$ cat src/rtl/rotate_shift_engine_if.sv
// Command/data bundle for rotate_shift_engine: direct load/ena controls, command
// fields, and register/status outputs. master drives commands, slave is the engine.
interface rotate_shift_engine_if #(
  parameter int WIDTH = 100,
  parameter int AMT_W = 8
);
  logic             load;
  logic [WIDTH-1:0] data;
  logic [1:0]       ena;
  logic             start;
  logic             dir;
  logic [1:0]       mode;
  logic [AMT_W-1:0] amount;
  logic [WIDTH-1:0] q;
  logic             busy;
  logic             done;

  modport master (
    output load, data, ena, start, dir, mode, amount,
    input  q, busy, done
  );

  modport slave (
    input  load, data, ena, start, dir, mode, amount,
    output q, busy, done
  );
endinterface

$ cat src/rtl/rotate_shift_engine.sv
// Wide register with single-step rotate plus commanded rotate/shift moving up to STEP bits per cycle.
// Latency ceil(amount/STEP) RUN cycles then a done pulse; no backpressure, start is ignored while busy.
module rotate_shift_engine #(
  parameter int WIDTH = 100,
  parameter int AMT_W = 8,
  parameter int STEP  = 1
) (
  input logic                  clk,
  input logic                  areset,
  rotate_shift_engine_if.slave bus
);

  typedef enum logic {IDLE = 1'b0, RUN = 1'b1} state_t;

  state_t           state, state_nxt;
  logic [WIDTH-1:0] q, q_nxt, moved;
  logic [AMT_W-1:0] counter, counter_nxt, step_n;
  logic             cmd_dir, cmd_dir_nxt;
  logic [1:0]       cmd_mode, cmd_mode_nxt;
  logic             done, done_nxt;

  // Positions moved this RUN cycle; the STEP branch is only taken when STEP <= counter, so it fits AMT_W.
  always_comb begin
    step_n = AMT_W'(STEP);
    if (32'(counter) < 32'(STEP)) step_n = counter;
  end

  always_comb begin
    moved = q;
    if (cmd_mode == 2'b01 || (cmd_mode == 2'b10 && cmd_dir)) begin
      moved = cmd_dir ? (q << step_n) : (q >> step_n);
    end else if (cmd_mode == 2'b10) begin
      moved = $signed(q) >>> step_n;
    end else if (cmd_dir) begin
      moved = (q << step_n) | (q >> (32'(WIDTH) - 32'(step_n)));
    end else begin
      moved = (q >> step_n) | (q << (32'(WIDTH) - 32'(step_n)));
    end
  end

  always_comb begin
    state_nxt    = state;
    q_nxt        = q;
    counter_nxt  = counter;
    cmd_dir_nxt  = cmd_dir;
    cmd_mode_nxt = cmd_mode;
    done_nxt     = 1'b0;
    if (bus.load) begin
      q_nxt       = bus.data;
      state_nxt   = IDLE;
      counter_nxt = '0;
    end else if (state == IDLE && bus.start) begin
      if (bus.amount != '0) begin
        cmd_dir_nxt  = bus.dir;
        cmd_mode_nxt = bus.mode;
        counter_nxt  = bus.amount;
        state_nxt    = RUN;
      end else begin
        done_nxt = 1'b1;
      end
    end else if (state == RUN) begin
      q_nxt       = moved;
      counter_nxt = counter - step_n;
      if (counter_nxt == '0) begin
        state_nxt = IDLE;
        done_nxt  = 1'b1;
      end
    end else begin
      case (bus.ena)
        2'b01:   q_nxt = {q[0], q[WIDTH-1:1]};
        2'b10:   q_nxt = {q[WIDTH-2:0], q[WIDTH-1]};
        default: q_nxt = q;
      endcase
    end
  end

  always_ff @(posedge clk or posedge areset) begin
    if (areset) begin
      state    <= IDLE;
      q        <= '0;
      counter  <= '0;
      cmd_dir  <= 1'b0;
      cmd_mode <= 2'b00;
      done     <= 1'b0;
    end else begin
      state    <= state_nxt;
      q        <= q_nxt;
      counter  <= counter_nxt;
      cmd_dir  <= cmd_dir_nxt;
      cmd_mode <= cmd_mode_nxt;
      done     <= done_nxt;
    end
  end

  assign bus.q    = q;
  assign bus.busy = (state == RUN);
  assign bus.done = done;

endmodule

$ cat src/flat_wrapper.sv
// flat-port wrapper written by rule: the top's interface ports become plain ports
module rotate_shift_engine_flat 
#(
  parameter int WIDTH = 100,
  parameter int AMT_W = 8,
  parameter int STEP  = 1
)
  (clk, areset, bus_load, bus_data, bus_ena, bus_start, bus_dir, bus_mode, bus_amount, bus_q, bus_busy, bus_done);
  rotate_shift_engine_if #(.WIDTH(WIDTH), .AMT_W(AMT_W)) bus_i ();
  input logic clk;
  input logic areset;
  input wire logic [$bits(bus_i.load)-1:0] bus_load;
  input wire logic [$bits(bus_i.data)-1:0] bus_data;
  input wire logic [$bits(bus_i.ena)-1:0] bus_ena;
  input wire logic [$bits(bus_i.start)-1:0] bus_start;
  input wire logic [$bits(bus_i.dir)-1:0] bus_dir;
  input wire logic [$bits(bus_i.mode)-1:0] bus_mode;
  input wire logic [$bits(bus_i.amount)-1:0] bus_amount;
  output wire logic [$bits(bus_i.q)-1:0] bus_q;
  output wire logic [$bits(bus_i.busy)-1:0] bus_busy;
  output wire logic [$bits(bus_i.done)-1:0] bus_done;
  assign bus_i.load = bus_load;
  assign bus_i.data = bus_data;
  assign bus_i.ena = bus_ena;
  assign bus_i.start = bus_start;
  assign bus_i.dir = bus_dir;
  assign bus_i.mode = bus_mode;
  assign bus_i.amount = bus_amount;
  assign bus_q = bus_i.q;
  assign bus_busy = bus_i.busy;
  assign bus_done = bus_i.done;
  rotate_shift_engine #(.WIDTH(WIDTH), .AMT_W(AMT_W), .STEP(STEP)) u_core (.clk(clk), .areset(areset), .bus(bus_i));
endmodule
$ cat config.mk
export PLATFORM = sky130hd
export DESIGN_NAME = rotate_shift_engine_flat
export DESIGN_NICKNAME = d
export VERILOG_FILES = /design/src/rtl/rotate_shift_engine_if.sv /design/src/rtl/rotate_shift_engine.sv /design/src/flat_wrapper.sv
export SDC_FILE = /design/constraint.sdc
export NUM_CORES = 1
export LEC_CHECK = 0
export ABC_AREA = 1
export CAP_MARGIN = 20
export CORE_ASPECT_RATIO = 2
export CORE_UTILIZATION = 45
export CTS_CLUSTER_DIAMETER = 40
export DETAILED_ROUTE_END_ITERATION = 10
export DONT_BUFFER_PORTS = 1
export PLACE_DENSITY = 0.66
export SYNTH_ARGS = -nofsm -noshare
export SYNTH_HDL_FRONTEND = slang
export SYNTH_SLANG_ARGS = --single-unit
$ cat constraint.sdc
create_clock -name clk -period 6.9 [get_ports clk]
set_clock_uncertainty 0.15 [all_clocks]
set_input_delay 1.38 -clock clk [delete_from_list [all_inputs] [get_ports clk]]
set_output_delay 1.38 -clock clk [all_outputs]
set_load 0.05 [all_outputs]
==> run_results.csv <==
group,metric,value,unit
status,status,"finished, final reports clean",
sta,hold_violations,0,
clocking,cts_max_path_buffers,2,
place,io_buffers,0,
global_route,grt_overflow_total,0,
clocking,cts_buffers,17,
routing,drt-met1-wl,12.3,mm
pwr,powerDensity,369,nW/µm²
cells_and_area,fin_nets,1523,
critical_path,crit_chain,"clkinv_2, or2_1, nand3_1, nand2_4, clkinv_2, buf_12, nand2_1, a21oi_1, a22oi_1",
critical_path,ff2ff_path_depth,6,
sta,fmaxAchievable,268,MHz
sta,fin_crit,3.73,ns
yosys,synth_warnings,0,
sta,whs,0.369,ns
critical_path,critPathLaunch,"bus_ena[0]",
routing,dr_wl_met3,2.78,mm
yosys,yosysMostFrequentCell,"nand2_1",
clocking,cts_hold_buf,0,
place,gp_congestion,0.905,
routing,firstDrtPassIters,7,
clocking,clk_pin_slew_worst_paths,0.05,ns
place,hpwlAfterDp,21.4,mm
yosys,synthTopCellsByArea,"dfrtp_1 (30%), nand2_1 (17%), a21oi_1 (11%), o2111ai_1 (8.0%), a22oi_1 (6.9%)",
min_path,holdCritStartpoint,"u_core.counter[7]",
yosys,syn_nets,1621,
critical_path,r2r-start,"u_core.bus.busy",
routing,routed-wl-met2,17.3,mm
clocking,cts_tree,"built",
clocking,cts_resized,0,
yosys,synth_top_flop_cell,"dfrtp_1",
critical_path,worstPathArrival,3.85,ns
critical_path,cp-end-kind,"register",
sta,setup_tns,0,ns
critical_path,r2r_setup_slack,3.57,ns
global_route,grt_pass1_wl,54.2,mm
pwr,power_leakage,4.67,nW
yosys,synthArstFlopShare,1.00,
sta,rsz0062_at_grt,"false",
sta,setup_viol,0,
sta,finalMaxSlewViolations,0,
yosys,syn_avg_cell_area,6.36,µm²
sta,worstMarginPinSlew,1.02,ns
yosys,synth_top_cell_area_share,0.296,
clocking,clock_latency,0.45,ns
critical_path,slowest_stage,"clkinv_2",
place,place_inst,1653,
routing,vias_per_cell,6.40,
run,maxCapViolations,0,
global_route,antenna_found_initial,0,
pwr,total_power,3.72,mW
critical_path,setup.worst_path.end,"u_core.bus.q[11]",
critical_path,required,7.03,ns
cells_and_area,fillCellCount,2212,
yosys,synth_edf_count,0,
critical_path,path_common_cell,"clkinv_2",
cells_and_area,n_antenna_cell,0,
yosys,synth-seq-area-share,0.296,
global_route,grt_start_max_net_pins,106,
yosys,synth_top_cell_by_area,"dfrtp_1",
yosys,syn_area,9550,µm²
floorplan,start_util,0.456,
floorplan,io_pins,219,
routing,drc,0,
routing,wl,33.8,mm
clocking,cts_num_sinks,113,
floorplan,die_h,208,µm
yosys,synthDistinctLibCells,30,
routing,post_drt_wl_per_cell,20.0,µm
routing,route.vias.total,10791,
cells_and_area,syn2layout_area_growth,5.52,%
global_route,grt_usage,0.310,
floorplan,rows,75,
global_route,grt_pass1_vias,10591,
critical_path,cp_max_fo,60,
critical_path,critPathMaxStageDelay,0.52,ns
cells_and_area,drive_gt1_frac,0.0416,
pwr,vdd_drop_max,0.163,mV
routing,drt_iter0_drc,968,
sta,slew-limit-headroom,0.320,
clocking,cts_setup_buffers,0,
critical_path,crit_path_start_kind,"primary input",
routing,ant_nets,0,
yosys,netlist_instances,1502,
cells_and_area,stdcell_count,1686,
critical_path,crit_type,"primary input to register",
clocking,cts_root_buf,"clkbuf_16",
min_path,hp-class,"register to register",
sta,timing.final.crit_share,0.540,
floorplan,coreArea,20900,µm²
routing,top_layer,"met4",
floorplan,fp.dieArea,21800,µm²
yosys,netlist_top_cells_count,"nand2_1 (424), a21oi_1 (215), nor2_1 (134)",
yosys,synth-seq-cells,113,
clocking,h-tree-depth,4,
critical_path,rr_endpoint,"u_core.bus.q[11]",
floorplan,fp.dieW,105,µm
-- state kept, by name, indices dropped and copies added, names as in the netlist --
name,flops
u_core.bus.q,100
u_core.counter,8
u_core.cmd_mode,2
u_core.bus.busy,1
u_core.bus.done,1
u_core.cmd_dir,1
-- critical path, delay by kind of cell --
family,cells,cell delay [ns]
buffers and inverters,3,1.29
and+or+nand+nor,4,0.84
AOI/OAI and AO/OA,2,0.26
-- layout by cell type (no fill, tap or decap), types with 2 or more instances in the layout --
| master | Yosys | layout |
|---|---|---|
| nor2_4 | 2 | 3 |
| buf_4 | 5 | 11 |
| ha_1 | 2 | 2 |
| o21ai_0 | 17 | 17 |
| dfrtp_1 | 113 | 112 |
| a31oi_1 | 9 | 9 |
| o2111ai_1 | 87 | 87 |
| clkbuf_8 | 0 | 3 |
| clkbuf_1 | 58 | 2 |
| a221oi_1 | 7 | 7 |
| nand2_1 | 424 | 422 |
| inv_1 | 125 | 124 |
| o21ai_1 | 3 | 3 |
| clkinvlp_4 | 0 | 2 |
| a22oi_1 | 88 | 88 |
| nand3_1 | 120 | 120 |
| clkbuf_16 | 0 | 17 |
| a21oi_1 | 215 | 215 |
| o211ai_1 | 6 | 6 |
| clkinv_2 | 0 | 7 |
| nand2_4 | 0 | 3 |
| nor2_1 | 134 | 133 |
| nor3_1 | 3 | 3 |
| xor2_1 | 3 | 3 |
| bufinv_16 | 0 | 5 |
| nand2_2 | 3 | 2 |
-- final cells by class --
type | instances | area (µm²) | area share
clock inverter | 10 | 180 | 0.0179
clock buffer | 22 | 474 | 0.0471
tap | 269 | 337 | 0.0334
inverter | 130 | 495 | 0.0492
timing repair buffer | 13 | 130 | 0.0129
multi-input combinational | 1129 | 5630 | 0.559
sequential | 113 | 2830 | 0.281
-- how the worst min path moves through the flow --
stage | to | cells after the start
2_1_floorplan | u_core.counter[7] | 2
3_3_place_gp | u_core.counter[7] | 2
3_5_place_dp | u_core.counter[7] | 2
6_report | u_core.counter[7] | 2
5_1_grt | u_core.counter[7] | 2
4_1_cts | u_core.counter[7] | 2
-- per-stage QoR --
step	util	instance area, µm²	setup WS, ns
global placement	0.449	9400	2.82
detailed placement	0.449	9400	2.76
CTS	0.480	10000	3.20
floorplan	-	9550	2.38
global route	0.482	10100	2.96
finish	0.482	10100	3.17
-- cells by family (layout without fill, tap and decap cells) --
group	Yosys count	in the layout	synth area share
flip-flops	113	113	0.296
adder cells (fa/ha/maj)	2	2	0.00262
buffers and inverters	260	175	0.117
AO/OA/AOI/OAI	433	433	0.290
other	1	1	0.000393
AND/OR/NAND/NOR	690	690	0.291
XOR/XNOR	3	3	0.00275
-- report_power, final --
group / switching, mW / internal [mW] / total (mW)
Sequential: 0.743 / 0.804 / 1.55
Clock: 0.345 / 0.667 / 1.01
Combinational: 0.795 / 0.365 / 1.16
Total: 1.88 / 1.84 / 3.72
-- metal layers --
layer	up-vias	GRT usage
met2	519	0.533
met1	5206	0.343
met3	96	0.0777
met5	-	0
li1	4970	-
met4	0	0.179
No activity file was read; power rests on OpenSTA's default activity.
